==> config.mk <==
export PLATFORM = sky130hd
export DESIGN_NAME = crc_rx_check_flat
export DESIGN_NICKNAME = d
export VERILOG_FILES = /design/src/rtl/crc_rx_check_if.sv /design/src/rtl/crc_rx_check.sv /design/src/flat_wrapper.sv
export SDC_FILE = /design/constraint.sdc
export NUM_CORES = 1
export LEC_CHECK = 0
export ABC_AREA = 1
export CAP_MARGIN = 0
export CORE_MARGIN = 3
export CORE_UTILIZATION = 29
export DETAILED_ROUTE_END_ITERATION = 16
export PLACE_DENSITY = 0.55
export SLEW_MARGIN = 20
export SYNTH_ARGS = -nofsm -noshare
export SYNTH_HDL_FRONTEND = slang
export SYNTH_SLANG_ARGS = --single-unit
export TNS_END_PERCENT = 20
==> constraint.sdc <==
create_clock -name clk -period 1.36 [get_ports clk]
set_input_delay 0.204 -clock clk [delete_from_list [all_inputs] [get_ports clk]]
set_output_delay 0.204 -clock clk [all_outputs]
set_load 0.05 [all_outputs]
==> src/rtl/crc_rx_check_if.sv <==
// crc_rx_check_if: serial bit input, generator select and result/counter outputs of the CRC receive checker
interface crc_rx_check_if #(
    parameter int DATA_W = 8,
    parameter int CRC_W  = 3,
    parameter int CNT_W  = 8
);
    logic [0:CRC_W]        divisor;
    logic                  bit_in;
    logic                  bit_valid;
    logic                  bit_ready;
    logic                  frame_abort;
    logic                  out_valid;
    logic                  out_ready;
    logic [0:DATA_W-1]     out_data;
    logic [0:CRC_W-1]      out_rem;
    logic                  crc_err;
    logic [CNT_W-1:0]      frame_cnt;
    logic [CNT_W-1:0]      err_cnt;
    modport master (
        output divisor, bit_in, bit_valid, frame_abort, out_ready,
        input  bit_ready, out_valid, out_data, out_rem, crc_err, frame_cnt, err_cnt
    );
    modport slave (
        input  divisor, bit_in, bit_valid, frame_abort, out_ready,
        output bit_ready, out_valid, out_data, out_rem, crc_err, frame_cnt, err_cnt
    );
endinterface

==> src/rtl/crc_rx_check.sv <==
// crc_rx_check: bit-serial CRC codeword checker with held result and saturating frame/error counters
module crc_rx_check #(
    parameter int DATA_W = 8,
    parameter int CRC_W  = 3,
    parameter int CNT_W  = 8
) (
    input logic           clk,
    input logic           rst,
    crc_rx_check_if.slave bus
);
    localparam int N  = DATA_W + CRC_W;
    localparam int CW = $clog2(N);
    typedef enum logic [1:0] {IDLE, RECV, HOLD} state_t;
    state_t            state, state_nx;
    logic [CW-1:0]     cnt;
    logic [0:CRC_W-1]  rem, r, r_nx;
    logic [0:CRC_W]    gen, g;
    logic [0:DATA_W-1] sr;
    logic              acc, last;
    assign bus.bit_ready = state != HOLD;
    assign bus.out_valid = state == HOLD;
    // first bit of a frame divides from a zero remainder with the live divisor
    always_comb begin
        acc      = bus.bit_valid && bus.bit_ready;
        last     = cnt == CW'(N - 1);
        g        = state == IDLE ? bus.divisor : gen;
        r        = state == IDLE ? '0 : rem;
        r_nx     = {r[1:CRC_W-1], bus.bit_in} ^ (r[0] ? g[1:CRC_W] : '0);
        state_nx = state == HOLD ? (bus.out_ready ? IDLE : HOLD)
                 : bus.frame_abort ? IDLE
                 : acc ? (last ? HOLD : RECV) : state;
    end
    // state register
    always_ff @(posedge clk)
        state <= rst ? IDLE : state_nx;
    // datapath: LFSR, data shift, result latch on the last bit, counters on delivery
    always_ff @(posedge clk) begin
        if (rst) begin
            cnt           <= '0;
            rem           <= '0;
            gen           <= '0;
            sr            <= '0;
            bus.out_data  <= '0;
            bus.out_rem   <= '0;
            bus.crc_err   <= 1'b0;
            bus.frame_cnt <= '0;
            bus.err_cnt   <= '0;
        end else if (state == HOLD) begin
            if (bus.out_ready) begin
                cnt <= '0;
                rem <= '0;
                if (~&bus.frame_cnt) bus.frame_cnt <= bus.frame_cnt + CNT_W'(1);
                if (bus.crc_err && ~&bus.err_cnt) bus.err_cnt <= bus.err_cnt + CNT_W'(1);
            end
        end else if (bus.frame_abort) begin
            cnt <= '0;
            rem <= '0;
        end else if (acc) begin
            cnt <= cnt + CW'(1);
            rem <= r_nx;
            if (state == IDLE) gen <= bus.divisor;
            if (cnt < CW'(DATA_W)) sr <= {sr[1:DATA_W-1], bus.bit_in};
            if (last) begin
                bus.out_data <= sr;
                bus.out_rem  <= r_nx;
                bus.crc_err  <= (|r_nx) | ~g[0];
            end
        end
    end
endmodule

==> src/flat_wrapper.sv <==
// flat-port wrapper written by rule: the top's interface ports become plain ports
module crc_rx_check_flat 
#(
    parameter int DATA_W = 8,
    parameter int CRC_W  = 3,
    parameter int CNT_W  = 8
)
  (clk, rst, bus_divisor, bus_bit_in, bus_bit_valid, bus_frame_abort, bus_out_ready, bus_bit_ready, bus_out_valid, bus_out_data, bus_out_rem, bus_crc_err, bus_frame_cnt, bus_err_cnt);
  crc_rx_check_if #(.DATA_W(DATA_W), .CRC_W(CRC_W), .CNT_W(CNT_W)) bus_i ();
  input logic clk;
  input logic rst;
  input wire logic [$bits(bus_i.divisor)-1:0] bus_divisor;
  input wire logic [$bits(bus_i.bit_in)-1:0] bus_bit_in;
  input wire logic [$bits(bus_i.bit_valid)-1:0] bus_bit_valid;
  input wire logic [$bits(bus_i.frame_abort)-1:0] bus_frame_abort;
  input wire logic [$bits(bus_i.out_ready)-1:0] bus_out_ready;
  output wire logic [$bits(bus_i.bit_ready)-1:0] bus_bit_ready;
  output wire logic [$bits(bus_i.out_valid)-1:0] bus_out_valid;
  output wire logic [$bits(bus_i.out_data)-1:0] bus_out_data;
  output wire logic [$bits(bus_i.out_rem)-1:0] bus_out_rem;
  output wire logic [$bits(bus_i.crc_err)-1:0] bus_crc_err;
  output wire logic [$bits(bus_i.frame_cnt)-1:0] bus_frame_cnt;
  output wire logic [$bits(bus_i.err_cnt)-1:0] bus_err_cnt;
  assign bus_i.divisor = bus_divisor;
  assign bus_i.bit_in = bus_bit_in;
  assign bus_i.bit_valid = bus_bit_valid;
  assign bus_i.frame_abort = bus_frame_abort;
  assign bus_i.out_ready = bus_out_ready;
  assign bus_bit_ready = bus_i.bit_ready;
  assign bus_out_valid = bus_i.out_valid;
  assign bus_out_data = bus_i.out_data;
  assign bus_out_rem = bus_i.out_rem;
  assign bus_crc_err = bus_i.crc_err;
  assign bus_frame_cnt = bus_i.frame_cnt;
  assign bus_err_cnt = bus_i.err_cnt;
  crc_rx_check #(.DATA_W(DATA_W), .CRC_W(CRC_W), .CNT_W(CNT_W)) u_core (.clk(clk), .rst(rst), .bus(bus_i));
endmodule
## Word level (Yosys, flattened, before mapping)

Index checks and enable logic that the tools add are counted.

- Register bits after elaboration: 49
- Latch bits: 0
- Bits in writable memories: 0
- ROM bits: 0
- Bits of input ports: 10
- Memories kept: 0

- $add $sub $neg: 3
- $mul: 0
- Div/mod/pow operators: 0
- $lt $le $gt $ge: 1
- Equality and inequality tests: 4
- Shifts and indexed selects: 0
- Muxes and demuxes: 16
- Bitwise gates (word level): 6
- Reduce and logical (&&, ||, !) cells: 14

Operators with widths:

| cell | number |
|---|---|
| two-way mux 4 bit | 5 |
| two-way mux 3 bit | 6 |
| adder 8 x 1 -> 8 bit (second input constant) | 2 |
| AND reduction 8 bit | 2 |
| two-way mux 2 bit | 5 |
| AND reduction 3 bit | 3 |
| AND reduction 4 bit | 2 |
| adder 4 x 1 -> 4 bit (second input constant) | 1 |
| equality test 4 bit (second input constant) | 1 |
| less-than comparator 4 bit (second input constant) | 1 |
| != test 2 bit (second input constant) | 2 |
| NOT 1 bit | 4 |
| nonzero test 3 bit | 1 |
| OR reduction 3 bit | 1 |
| XOR 3 bit | 1 |
| equality test 2 bit (second input constant) | 1 |
| logical AND 1 bit | 2 |
| logical NOT 2 bit | 1 |
| AND reduction 2 bit | 1 |
| logical NOT 1 bit | 1 |
| OR 1 bit | 1 |

## Logic depth before layout (Yosys ltp)

- Depth in word-level cells: 7
- Mapped depth: 9

## Least setup slack after synthesis

No wires, ideal clock.

- Path type: register to register
- Start: register u_core.state[1]
- End: register u_core.cnt[2]
- Setup time: 64 ps
- Data arrival time: 1782 ps
- Path slack: -486 ps
- Cell stages (with the launch flop): 7
- Path buffers: 0
- Clock period less this slack: 1846 ps
- Cells stage by stage: dfxtp_1 > inv_1 > nor2_1 > nand2_1 > a21oi_1 > nand2_1 > nor2_1

RTL lines:

| element | line | RTL |
|---|---|---|
| start, declared | crc_rx_check.sv:14 | `state_t state, state_nx;` |
| start signal, assigned | crc_rx_check.sv:35 | `state <= rst ? IDLE : state_nx;` |
| equality test 2 bit * | -- |  |
| net bus_out_valid | flat_wrapper.sv:18 | `output wire logic [$bits(bus_i.out_valid)-1:0] bus_out_valid;` |
| != test 2 bit (no source line) or nonzero test 3 bit (tied branches) | -- |  |
| AND reduction 2 bit (no source line) | -- |  |
| end signal, assigned | crc_rx_check.sv:59 | `cnt <= cnt + CW'(1);` |
| end, declared | crc_rx_check.sv:15 | `logic [CW-1:0] cnt;` |

The timed path passes the listed nets; every way through them passes the cells marked *.
A chain may end at the register's enable or synchronous reset.

## Worst setup path in the final report

- Start: register u_core.cnt[0]
- End: register u_core.bus.crc_err

- Word-level cells in the longest chain between the ends: 2

Ends and longest elaborated chain:

| element | line | RTL |
|---|---|---|
| equality test 4 bit | crc_rx_check.sv:25 | `last = cnt == CW'(N - 1);` |
| AND reduction 4 bit (no source line) | -- |  |
| end signal, assigned | crc_rx_check.sv:66 | `bus.crc_err <= (\|r_nx) \| ~g[0];` |
| end, declared | crc_rx_check_if.sv:25 | `output bit_ready, out_valid, out_data, out_rem, crc_err, frame_cnt, err_cnt` |

No other way between the ends.

==> flow_results.xml <==
<?xml version="1.0" encoding="UTF-8"?>
<metrics>
  <group name="critical_path">
    <metric name="critical_path.max_stage_delay" unit="ns">0.33</metric>
    <metric name="cp.required" unit="ns">1.59</metric>
    <metric name="worstSetupEndpoint" unit="">u_core.bus.crc_err</metric>
    <metric name="slowest_cp_cell" unit="">dfxtp_2</metric>
    <metric name="crit-reg2reg-launch" unit="">u_core.cnt[0]</metric>
    <metric name="cp-startpoint" unit="">u_core.cnt[0]</metric>
    <metric name="cp_data_arrival_time" unit="ns">1.52</metric>
    <metric name="crit_path_max_fanout" unit="">8</metric>
    <metric name="reg2reg_to" unit="">u_core.bus.crc_err</metric>
    <metric name="critical_path.endpoint_type" unit="">flop</metric>
    <metric name="register_to_register_path_depth" unit="">8</metric>
    <metric name="worstSetupPathType" unit="">flop to flop</metric>
    <metric name="regToRegSetupSlack" unit="ns">0.07</metric>
    <metric name="timing.critical_path.from_type" unit="">flop</metric>
    <metric name="worstPathCellList" unit="">inv_2 -&gt; ha_4 -&gt; nand3_4 -&gt; nor2_4 -&gt; nand2_8 -&gt; nand2_2 -&gt; nand2_1 -&gt; a21oi_2</metric>
  </group>
  <group name="pwr">
    <metric name="power.internal" unit="mW">2.112</metric>
    <metric name="comb_power_share" unit="">0.100</metric>
    <metric name="final_total_power" unit="mW">2.768</metric>
    <metric name="sw_frac_of_total" unit="">0.2371</metric>
    <metric name="seq_power_share" unit="">0.531</metric>
    <metric name="power.switching" unit="mW">0.6563</metric>
    <metric name="total_leakage_power" unit="nW">1.516</metric>
    <metric name="power.density_cell_area" unit="nW/um^2">759.9</metric>
    <metric name="clkPwrFrac" unit="">0.369</metric>
    <metric name="worst_ir_drop_vdd" unit="uV">441.1</metric>
  </group>
  <group name="route">
    <metric name="drc" unit="">0</metric>
    <metric name="routed_wirelength" unit="um">5553</metric>
    <metric name="num_vias" unit="">2291</metric>
    <metric name="first_pass_iters" unit="">4</metric>
    <metric name="post_drt_via_cell_ratio" unit="">4.406</metric>
    <metric name="avgRoutedWirePerCell" unit="um">10.68</metric>
    <metric name="ant_nets" unit="">0</metric>
    <metric name="drt_iter0_markers" unit="">94</metric>
  </group>
  <group name="floorplan">
    <metric name="die-area" unit="sq um">9025</metric>
    <metric name="core-area" unit="sq um">7486</metric>
    <metric name="die_width" unit="um">95</metric>
    <metric name="num_io_pins" unit="">40</metric>
    <metric name="placement_rows" unit="">31</metric>
    <metric name="chipHeight" unit="um">95</metric>
    <metric name="initial_cell_density_of_the_core" unit="">0.3069</metric>
  </group>
  <group name="final_layout">
    <metric name="regArea" unit="sq um">994.7</metric>
    <metric name="nets" unit="">435</metric>
    <metric name="final_antenna_diode_count" unit="">0</metric>
    <metric name="areaGrowthSynthToFinish" unit="%">58.55</metric>
    <metric name="proportion_of_layout_cells_with_a_drive_suffix_above_1" unit="">0.2827</metric>
    <metric name="nFillCells" unit="">724</metric>
    <metric name="multi_input_logic_area" unit="sq um">1225</metric>
    <metric name="layout.core_utilization" unit="">0.4865</metric>
    <metric name="finish.instance_area" unit="sq um">3642</metric>
  </group>
  <group name="placed_design">
    <metric name="placed_cell_area" unit="sq um">3406</metric>
    <metric name="routabilityCongestion" unit="">0.8064</metric>
    <metric name="port_buffers" unit="">39</metric>
    <metric name="detailed_place_hpwl" unit="um">4073</metric>
  </group>
  <group name="sta">
    <metric name="hold_violations" unit="">0</metric>
    <metric name="report.final.slew_viol_count" unit="">0</metric>
    <metric name="final.setup_skew" unit="ns">0.01204</metric>
    <metric name="final.min_clock_period" unit="ns">1.286</metric>
    <metric name="max-slew-margin-rel" unit="">0.6203</metric>
    <metric name="rsz0062_at_grt" unit="">yes</metric>
    <metric name="setup_viol" unit="">0</metric>
    <metric name="fin_crit_sh" unit="">0.9457</metric>
    <metric name="tightestPinTransition" unit="ns">0.5690</metric>
    <metric name="fmaxAchievable" unit="GHz">0.7775</metric>
  </group>
  <group name="yosys">
    <metric name="synthDistinctLibCells" unit="">21</metric>
    <metric name="mappedNetlistNets" unit="">353</metric>
    <metric name="post_synth_instance_area" unit="sq um">2297</metric>
    <metric name="mapped_avg_cell_area" unit="sq um">6.776</metric>
    <metric name="synthCells" unit="">339</metric>
    <metric name="synth_sequential_area_ratio" unit="">0.4270</metric>
    <metric name="synth_warn" unit="">0</metric>
    <metric name="postSynthRegisterBits" unit="">49</metric>
  </group>
  <group name="clocking">
    <metric name="cts_tree" unit="">done</metric>
    <metric name="cts-buffers-inserted" unit="">5</metric>
    <metric name="clock_sink_count" unit="">49</metric>
    <metric name="clock_latency" unit="ns">0.30</metric>
    <metric name="root_buffer" unit="">clkbuf_8</metric>
    <metric name="clock_path_buffers" unit="">2</metric>
    <metric name="worst_setup_hold_path_clk_slew" unit="ns">0.09</metric>
    <metric name="htree_num_levels" unit="">2</metric>
  </group>
  <group name="grt">
    <metric name="groute.usage.overall" unit="">0.1306</metric>
    <metric name="global_route.overflow_total" unit="">0</metric>
    <metric name="grt_antenna_before_repair" unit="">0</metric>
    <metric name="first_global_vias" unit="">2184</metric>
    <metric name="grt_max_degree" unit="">22</metric>
    <metric name="global_route_wire_length_before_repair" unit="um">9563</metric>
  </group>
  <group name="job">
    <metric name="maxCapViolations" unit="">0</metric>
  </group>
  <group name="min_path">
    <metric name="holdCritPathClass" unit="">flop to flop</metric>
  </group>
  <group name="run_status">
    <metric name="run_status" unit="">completed</metric>
  </group>
</metrics>
[flip-flops by register name (all words and copies together) (netlist names), 2 cells and up]
signal and count:
u_core.rem 3, u_core.bus.frame_cnt 8, u_core.bus.err_cnt 8, u_core.state 2
u_core.bus.out_data 8, u_core.bus.out_rem 3, u_core.cnt 4, u_core.gen 4
u_core.sr 8
[synth_stat cells]
cell | number | area [sq um]
inv_2 | 3 | 11.26
buf_6 | 2 | 22.52
xnor2_1 | 1 | 8.760
nor2_8 | 1 | 20.02
nor3_1 | 2 | 10.01
clkbuf_1 | 5 | 18.77
nor2_4 | 1 | 11.26
nand2_4 | 2 | 22.52
xor2_1 | 4 | 35.03
dfxtp_1 | 49 | 980.9
inv_1 | 38 | 142.6
o21ai_1 | 1 | 5.000
nand2_2 | 4 | 25.02
a21oi_1 | 28 | 140.1
nand4_1 | 7 | 43.79
nand3_1 | 16 | 80.08
nor2_1 | 57 | 214.0
clkinv_2 | 1 | 5.000
o21ai_0 | 21 | 105.1
nand2_1 | 92 | 345.3
ha_1 | 4 | 50.05
[what timing repair did]
action	4_1_cts	5_1_grt
endpoints found under the hold margin	0	0
resized for setup	6	32
gates cloned	0	2
hold buffers	0	0
buffers inserted	0	2
pin swaps	0	7
setup endpoints to repair	13	28
[worst min-delay path by stage]
stage	startpoint	depth (start not counted)	to
after floorplan	bus_bit_in	2	u_core.sr[7]
after global placement	u_core.sr[0]	2	u_core.sr[0]
after detailed placement	u_core.sr[0]	2	u_core.sr[0]
after CTS	u_core.sr[0]	2	u_core.sr[0]
after global routing	u_core.sr[0]	2	u_core.sr[0]
final	u_core.sr[0]	2	u_core.sr[0]
[layout by cell type (no fill, tap or decap), types with 2 or more instances in the layout]
cell and count:
ha_1 2, clkbuf_8 5, clkinv_2 2, o21ai_1 8
nor2_2 2, nand3_1 15, nand2_4 4, nand2_1 87
inv_1 35, inv_2 5, nand4_1 7, buf_4 39
nor2_4 2, nand2_2 7, clkdlybuf4s50_1 9, dfxtp_1 40
ha_4 2, xor2_1 4, buf_12 31, a21oi_1 26
nor2_1 54, o21ai_0 13, a21oi_2 2, dfxtp_2 8
[per-layer routing]
layer	part of all wire	vias to the layer above	track usage
met1	0.47	1022	0.1658
met3	0.042	2	0.03347
li1	-	1227	-
met2	0.48	40	0.2261
met4	0.0034	0	0.02163
met5	0	-	0
[cell type report]
type                       instances  share of cell area
multi-input combinational        242              0.3363
timing repair buffer              80              0.2786
sequential                        49              0.2731
inverter                          42             0.04706
tap                               99             0.03401
clock buffer                       5             0.01889
clock inverter                     2            0.009619
timing repair inverter             1            0.002405
[kinds of logic after synthesis]
family                   Yosys count  synth area share
flip-flops                        49            0.4270
AO/OA/AOI/OAI                     50            0.1089
XOR/XNOR                           5           0.01906
adder cells (fa/ha/maj)            4           0.02179
buffers and inverters             49           0.08715
AND/OR/NAND/NOR                  182            0.3361
[power groups by stage]
stage | Sequential (mW) | Combinational, mW | Clock, mW
6_report | 1.47 | 0.278 | 1.02
5_1_grt | 1.47 | 0.311 | 1.11
4_1_cts | 1.47 | 0.270 | 1.05
3_5_place_dp | 1.50 | 0.268 | 0
3_3_place_gp | 1.50 | 0.267 | 0
2_1_floorplan | 1.51 | 0.135 | 0
[per-stage QoR]
step	TNS, ns	hold WS [ns]	setup WS (ns)	cells
final	0	0.4688	0.07388	520
after global placement	-4.563	0.4548	-0.1817	510
after detailed placement	-5.311	0.4577	-0.1899	510
after CTS	0	0.4715	0.006096	517
after floorplan	-2.124	0.3486	-0.1769	339
after global routing	-0.04809	0.4882	-0.03456	520
[critical path, delay by kind of cell, from the launching register on]
kind | cells | cell delay [ns]
and+or+nand+nor | 5 | 0.57
DFF | 1 | 0.33
adders and majority gates | 1 | 0.14
AOI/OAI and AO/OA | 1 | 0.12
buffers and inverters | 1 | 0.08
(Power assumes the default switching activity.)
